[src/rtl/parameterized_decade_down_counter_pkg.sv]
// Shared types and helpers for the BCD countdown counter: run state, digit clamp, zero test.
// Pure declarations; no timing or flow-control behaviour of its own.
package parameterized_decade_down_counter_pkg;

  localparam int unsigned DEF_WIDTH  = 4;
  localparam int unsigned DEF_MODULO = 10;
  localparam int unsigned DEF_DIGITS = 2;

  typedef enum logic {
    ST_IDLE = 1'b0,
    ST_RUN  = 1'b1
  } state_e;

  // Saturate an out-of-range digit field to the largest legal digit.
  function automatic int unsigned clamp_digit(input int unsigned val, input int unsigned modulo);
    return (val >= modulo) ? (modulo - 1) : val;
  endfunction

  function automatic logic is_zero(input logic [63:0] val);
    return (val == 64'd0);
  endfunction

endpackage

[src/rtl/decade_down_digit.sv]
// One BCD-style down-counting digit: load wins, else decrement on borrow_in with wrap to MODULO-1.
// One-cycle update; no backpressure, borrow_out is combinational from the held digit.
module decade_down_digit
  import parameterized_decade_down_counter_pkg::*;
#(
  parameter int unsigned WIDTH  = DEF_WIDTH,
  parameter int unsigned MODULO = DEF_MODULO
) (
  input  logic             i_clk,
  input  logic             i_rst_n,
  input  logic             i_load,
  input  logic [WIDTH-1:0] i_load_dat,
  input  logic             i_borrow_in,
  output logic             o_borrow_out,
  output logic [WIDTH-1:0] o_digit
);

  logic [WIDTH-1:0] r_digit;
  logic             w_at_zero;

  assign w_at_zero    = is_zero(64'(r_digit));
  assign o_borrow_out = w_at_zero & i_borrow_in;
  assign o_digit      = r_digit;

  always_ff @(posedge i_clk or negedge i_rst_n) begin
    if (!i_rst_n) begin
      r_digit <= '0;
    end else if (i_load) begin
      r_digit <= i_load_dat;
    end else if (i_borrow_in) begin
      r_digit <= w_at_zero ? WIDTH'(MODULO - 1) : (r_digit - WIDTH'(1));
    end
  end

endmodule

[src/rtl/parameterized_decade_down_counter.sv]
// Loadable multi-digit BCD countdown with zero level (tc) and registered one-cycle done pulse; optional reload under DECADE_DOWN_AUTORELOAD_EN.
// Load/decrement take effect at the sampling edge; no backpressure, i_enable simply gates decrements while running.
module parameterized_decade_down_counter
  import parameterized_decade_down_counter_pkg::*;
#(
  parameter int unsigned WIDTH  = DEF_WIDTH,
  parameter int unsigned MODULO = DEF_MODULO,
  parameter int unsigned DIGITS = DEF_DIGITS
) (
  input  logic                    i_clk,
  input  logic                    i_rst_n,
  input  logic                    i_load,
  input  logic [DIGITS*WIDTH-1:0] i_load_value,
  input  logic                    i_enable,
  input  logic                    i_auto_reload,
  output logic [DIGITS*WIDTH-1:0] o_count,
  output logic                    o_busy,
  output logic                    o_tc,
  output logic                    o_done
);

  localparam int unsigned CW = DIGITS * WIDTH;

  state_e           r_state;
  state_e           w_state_nxt;
  logic             r_done;
  logic [CW-1:0]    w_count;
  logic [CW-1:0]    w_load_clamped;
  logic [CW-1:0]    w_dig_dat;
  logic             w_dig_load;
  logic             w_load_zero;
  logic             w_dec;
  logic             w_count_one;
  logic             w_expire;
  logic             w_reload_fire;
  logic [DIGITS:0]  w_borrow;
  logic             w_unused;

  for (genvar gi = 0; gi < DIGITS; gi++) begin : g_clamp
    assign w_load_clamped[gi*WIDTH +: WIDTH] =
      WIDTH'(clamp_digit(32'(i_load_value[gi*WIDTH +: WIDTH]), MODULO));
  end

  assign w_load_zero = is_zero(64'(w_load_clamped));
  assign w_dec       = (r_state == ST_RUN) & i_enable & ~i_load;
  assign w_count_one = (w_count == CW'(1));
  // Expiry is the decrement that lands on zero; load already excluded by w_dec.
  assign w_expire    = w_dec & w_count_one;

`ifdef DECADE_DOWN_AUTORELOAD_EN
  logic [CW-1:0] r_reload_dat;

  always_ff @(posedge i_clk or negedge i_rst_n) begin
    if (!i_rst_n) begin
      r_reload_dat <= '0;
    end else if (i_load) begin
      r_reload_dat <= w_load_clamped;
    end
  end

  assign w_reload_fire = w_expire & i_auto_reload & ~is_zero(64'(r_reload_dat));
  assign w_dig_dat     = i_load ? w_load_clamped : r_reload_dat;
  assign w_unused      = w_borrow[DIGITS];
`else
  assign w_reload_fire = 1'b0;
  assign w_dig_dat     = w_load_clamped;
  assign w_unused      = w_borrow[DIGITS] ^ i_auto_reload;
`endif

  assign w_dig_load = i_load | w_reload_fire;
  assign w_borrow[0] = w_dec;

  for (genvar gi = 0; gi < DIGITS; gi++) begin : g_digit
    decade_down_digit #(
      .WIDTH  (WIDTH),
      .MODULO (MODULO)
    ) u_digit (
      .i_clk        (i_clk),
      .i_rst_n      (i_rst_n),
      .i_load       (w_dig_load),
      .i_load_dat   (w_dig_dat[gi*WIDTH +: WIDTH]),
      .i_borrow_in  (w_borrow[gi]),
      .o_borrow_out (w_borrow[gi+1]),
      .o_digit      (w_count[gi*WIDTH +: WIDTH])
    );
  end

  always_ff @(posedge i_clk or negedge i_rst_n) begin
    if (!i_rst_n) begin
      r_state <= ST_IDLE;
    end else begin
      r_state <= w_state_nxt;
    end
  end

  always_comb begin
    w_state_nxt = r_state;
    case (r_state)
      ST_IDLE: begin
        if (i_load && !w_load_zero) begin
          w_state_nxt = ST_RUN;
        end
      end
      ST_RUN: begin
        if (i_load) begin
          w_state_nxt = w_load_zero ? ST_IDLE : ST_RUN;
        end else if (w_expire) begin
          w_state_nxt = w_reload_fire ? ST_RUN : ST_IDLE;
        end
      end
      default: w_state_nxt = ST_IDLE;
    endcase
  end

  always_ff @(posedge i_clk or negedge i_rst_n) begin
    if (!i_rst_n) begin
      r_done <= 1'b0;
    end else begin
      r_done <= w_expire;
    end
  end

  always_comb begin
    o_busy  = (r_state == ST_RUN);
    o_count = w_count;
    o_tc    = is_zero(64'(w_count));
    o_done  = r_done;
  end

endmodule

[config.mk]
export PLATFORM = sky130hd
export DESIGN_NAME = parameterized_decade_down_counter
export DESIGN_NICKNAME = d
export VERILOG_FILES = /design/src/rtl/parameterized_decade_down_counter_pkg.sv /design/src/rtl/decade_down_digit.sv /design/src/rtl/parameterized_decade_down_counter.sv
export SDC_FILE = /design/constraint.sdc
export NUM_CORES = 1
export LEC_CHECK = 0
export ABC_AREA = 0
export ABC_CLOCK_PERIOD_IN_PS = 1400
export CORE_UTILIZATION = 30
export DETAILED_ROUTE_END_ITERATION = 12
export PLACE_DENSITY = 0.58
export SETUP_SLACK_MARGIN = 0.05
export SLEW_MARGIN = 0
export SYNTH_ARGS = -nofsm -noshare
export SYNTH_HDL_FRONTEND = slang
export SYNTH_SLANG_ARGS = --single-unit
[constraint.sdc]
create_clock -name i_clk -period 1.4 [get_ports i_clk]
set_input_delay 0.21 -clock i_clk [delete_from_list [all_inputs] [get_ports i_clk]]
set_output_delay 0.21 -clock i_clk [all_outputs]
set_load 0.05 [all_outputs]
**Yosys cells after proc, flatten, opt, wreduce, memory -nomap -nowiden**

Index checks and enable logic that the tools add are counted.

- Add/sub/neg operators: 2
- Magnitude comparators: 2
- Equal/unequal tests: 1
- Mux-type cells: 13
- Bitwise logic cells: 6
- Reductions and logical operators: 8

Operator list:

| kind | number |
|---|---|
| two-way mux 4 bit | 8 |
| logical NOT 8 bit | 2 |
| == test 8 x 1 -> 1 bit, second input constant | 1 |
| >= comparator 4 bit, second input constant | 2 |
| logical NOT 4 bit | 2 |
| subtractor 4 x 1 -> 4 bit, second input constant | 2 |
| bitwise AND 1 bit | 4 |
| two-way mux 1 bit | 4 |
| nonzero test 2 bit | 2 |
| NOT 1 bit | 2 |
| case mux 1 bit (2 select lines) | 1 |
| logical AND 1 bit | 1 |
| logical NOT 1 bit | 1 |

- Flip-flop bits (word level): 10
- Input bits: 13
- Output and inout bits: 11
- Logic and storage cells: 36

**Longest topological paths before layout**

- Depth in word-level cells: 7
- Gate-level depth with buffers: 4
- Gate-level depth less buffers: 3

**By module**

From an unflattened synthesis, not the netlist that was laid out.

- Cell total of the unflattened synthesis: 67
- Area, all modules: 644.4 um^2

By module, submodules not included:

| module | instances | cells an instance | area an instance (um^2) | seq. area each (um^2) |
|---|---|---|---|---|
| decade_down_digit | 2 | 22 | 231.5 | 100.1 |
| parameterized_decade_down_counter | 1 | 23 | 181.4 | 50.0 |

**Worst setup path after synthesis**

Ideal clock, no wire load.

- Kind: reg2out
- From: register g_digit[0].u_digit.r_digit[1]
- To: output o_tc
- Data arrival time: 1,830 ps
- Required time: 1,190 ps
- Path slack: -640 ps
- Stages on the path, launching flop included: 4
- Buffers on the path: 0
- Path through: dfrtp_1 -> nor4_2 -> nand2_1 -> nor2_1

- Cells in the longest elaborated chain, start to end: 1

Ends and longest elaborated chain:

| what | RTL line | text |
|---|---|---|
| start, declared | decade_down_digit.sv:18 | `logic [WIDTH-1:0] r_digit;` |
| start signal, assigned | decade_down_digit.sv:29 | `r_digit <= i_load_dat;` |
| start signal, assigned | decade_down_digit.sv:31 | `r_digit <= w_at_zero ? WIDTH'(MODULO - 1) : (r_digit - WIDTH'(1));` |
| logical NOT 8 bit | parameterized_decade_down_counter_pkg.sv:20 | `return (val == 64'd0);` |
| end, declared | parameterized_decade_down_counter.sv:18 | `output logic o_tc,` |

Every way passes these cells.

**Worst setup path in the final report**

- From: register g_digit[1].u_digit.r_digit[0]
- To: output o_tc

- Cells in the longest elaborated chain, start to end: 1

Ends and longest elaborated chain:

| what | RTL line |
|---|---|
| start, declared | decade_down_digit.sv:18 |
| start signal, assigned | decade_down_digit.sv:29 |
| start signal, assigned | decade_down_digit.sv:31 |
| logical NOT 8 bit | parameterized_decade_down_counter_pkg.sv:20 |

Every way passes these cells.

==> results.yml <==
power:
  p_int_w: 0.0007067
  ir_drop_uv: 756.1
  pwr-share-clk_pct: 24.5
  combPwrFrac_pct: 42.3
  power.switching_w: 0.0003566
  power_density_nw_per_um2: 877.0
  swShare_pct: 33.54
  p_leak_nw: 0.4887
  seq_power_share_pct: 33.2
setup_path:
  r2r_slack_ns: -0.04
  path_class: "reg -> out"
  regToRegEndpoint: "o_busy$_DFF_PN0_"
  arrival_ns: 1.41
  cp-start-kind: "flip-flop"
  r2r_start: "g_digit[1].u_digit.o_digit[0]$_DFFE_PN0P_"
  cp.required_ns: 1.19
  crit_start: "g_digit[1].u_digit.o_digit[0]$_DFFE_PN0P_"
  r2r_cells: 4
  crit_path_end: "o_tc"
  cp-end-kind: "primary output"
  cp_max_fo: 2
routing:
  route.detailed.drc: 0
  wire_per_inst_um: 14.20
  drt_iter0_markers: 10
  vias_per_cell: 5.283
  drtAntennaViolNets: 0
  drt-total-wl_um: 1959
  vias: 729
  first_pass_iters: 4
layout:
  nNetsFinal: 127
  diodes: 0
  final_common_cell: "buf_4"
  syn2layout_area_growth_pct: 98.56
  finalNonFillerCells: 138
  num-fill-cells: 162
  final_cell_mix: "buf_4 (21), clkdlybuf4s50_1 (11), buf_12 (11), dfrtp_2 (7)"
  layout-drive-gt1-share_pct: 46.90
  fin_area_sq_um: 1212
timing:
  post-route-min-period_ns: 1.619
  fmax_mhz: 617.8
  skew_ns: 0.004736
  hold_viol: 0
  fin_ws_ns: -0.2186
  setup_viol: 4
  rsz0062_at_grt: "true"
  relSlewSlack_pct: 68.30
  final_max_slew_viol_count: 0
  worst_pin_slew_ns: 0.4691
  finalCritPeriodShare_pct: 115.6
clock_network:
  cts_made_buffers: 3
  root_buffer: "clkbuf_4"
  cts_buffer_depth: 2
  clk_pin_slew_ns: 0.07
  clock_sinks: 10
  clock_latency_ns: 0.27
  cts_tree: "done"
  htree_levels: 1
yosys:
  synth-edff-count: 0
  async_flop_share_pct: 100.0
  ys_warn_count: 0
  ys.flop_type: "dfrtp_1"
  avgSynthCellArea_sq_um: 9.113
  syn-cell-area_sq_um: 610.6
  synth.distinct_cells: 32
  ys_seq_area_share_pct: 40.98
  syn_inst: 67
  synth-seq-cells: 10
  syn_nets: 80
grt:
  track_usage_pct: 20.48
  grt_overflow_total: 0
  grt_pass1_vias: 671
  grt_pass1_wl_um: 3036
  grt_max_degree: 12
  antenna_found_initial: 0
floorplanning:
  dieArea_sq_um: 2220
  die_w_um: 47.12
  rows: 15
  coreArea_sq_um: 1821
  die_h_um: 47.12
  initial_core_util_pct: 33.54
  pin_count: 24
run_status:
  status: "finished with violations"
  violations: "negative setup slack"
place:
  gp_congestion: 0.7910
  dpl_cell_area_sq_um: 1126
  placedCellCount: 130
  pre_cts_ws_ns: -0.1100
  port_buffers: 22
  dp_hpwl_um: 1497
hold_path:
  hold_path_class: "in -> async"
flow_run:
  maxCapViolCount: 0
-- registers in the layout, indices dropped and copies added (netlist names) --
register	cells
g_digit.u_digit.o_digit	8
o_busy	1
o_done	1
-- power groups by stage --
stage,clock (W),sequential (W),combinational [W]
finish,0.000260,0.000353,0.000450
global route,0.000289,0.000357,0.000476
CTS,0.000272,0.000352,0.000442
detailed placement,0,0.000359,0.000429
global placement,0,0.000357,0.000427
floorplan,0,0.000453,0.0000884
-- synth_stat cells, types with 3 or more instances --
cell	number	area (sq um)
a31oi_1	4	25.02
inv_1	4	15.01
nand2_1	4	15.01
nand3b_1	3	22.52
dfrtp_1	10	250.2
nor3_1	5	25.02
nor2_1	4	15.01
-- layer usage --
| metal | track usage (%) | routed length (um) | share of wire [%] |
|---|---|---|---|
| met1 | 25.88 | 859 | 44 |
| met2 | 30.83 | 976 | 50 |
| met3 | 8.077 | 85 | 4.3 |
| met4 | 9.143 | 38 | 1.9 |
| met5 | 0 | 0 | 0 |
-- how the worst min path moves through the flow --
stage                     startpoint                                   endpoint  slack (ns)  depth (start not counted)
final                        i_rst_n  g_digit[0].u_digit.o_digit[1]$_DFFE_PN0P_        0.26                          1
after global routing         i_rst_n  g_digit[0].u_digit.o_digit[1]$_DFFE_PN0P_        0.30                          1
after CTS                    i_rst_n  g_digit[1].u_digit.o_digit[3]$_DFFE_PN0P_        0.27                          1
after detailed placement     i_rst_n                           o_done$_DFF_PN0_        0.56                          1
after global placement       i_rst_n                           o_done$_DFF_PN0_        0.56                          1
after floorplan              i_rst_n  g_digit[0].u_digit.o_digit[0]$_DFFE_PN0P_       -0.09                          0
-- timing repair --
item	4_1_cts	5_1_grt
hold buffers	0	0
gates resized for setup	1	5
pin swaps	4	6
setup buffers	2	2
setup endpoints to repair	4	6
-- worst max-delay path: stages, from the launching register on --
cell and delay (ns):
dfrtp_2 0.43, nor4_4 0.34, nand2_2 0.11, nor2_4 0.11, buf_12 0.14
-- kinds of logic after synthesis --
kind of cell           synth area share [%]
AOI/OAI and AO/OA                     22.95
and+or+nand+nor                       32.38
buffers and inverters                 3.687
DFF                                   40.98
-- layout make-up --
type                       instances  area [sq um]  area share (%)
sequential                        10         259.0           21.36
timing repair buffer              43         488.0           40.25
multi-input combinational         51         379.1           31.27
clock buffer                       4         36.28           2.993
tap                               25         31.28           2.580
inverter                           5         18.77           1.548
-- through the flow --
stage          utilization, %  power [W]  setup TNS (ns)  hold slack, ns
2_1_floorplan               -  0.0005412         -0.2528        -0.08559
3_3_place_gp            61.86  0.0007846         -0.4531          0.5640
3_5_place_dp            61.86  0.0007887         -0.4835          0.5639
4_1_cts                 64.81   0.001065         -0.2819          0.2681
5_1_grt                 66.60   0.001122         -0.5359          0.2974
6_report                66.60   0.001063         -0.2730          0.2619
Note: power is estimated with default switching activity, not from simulation.
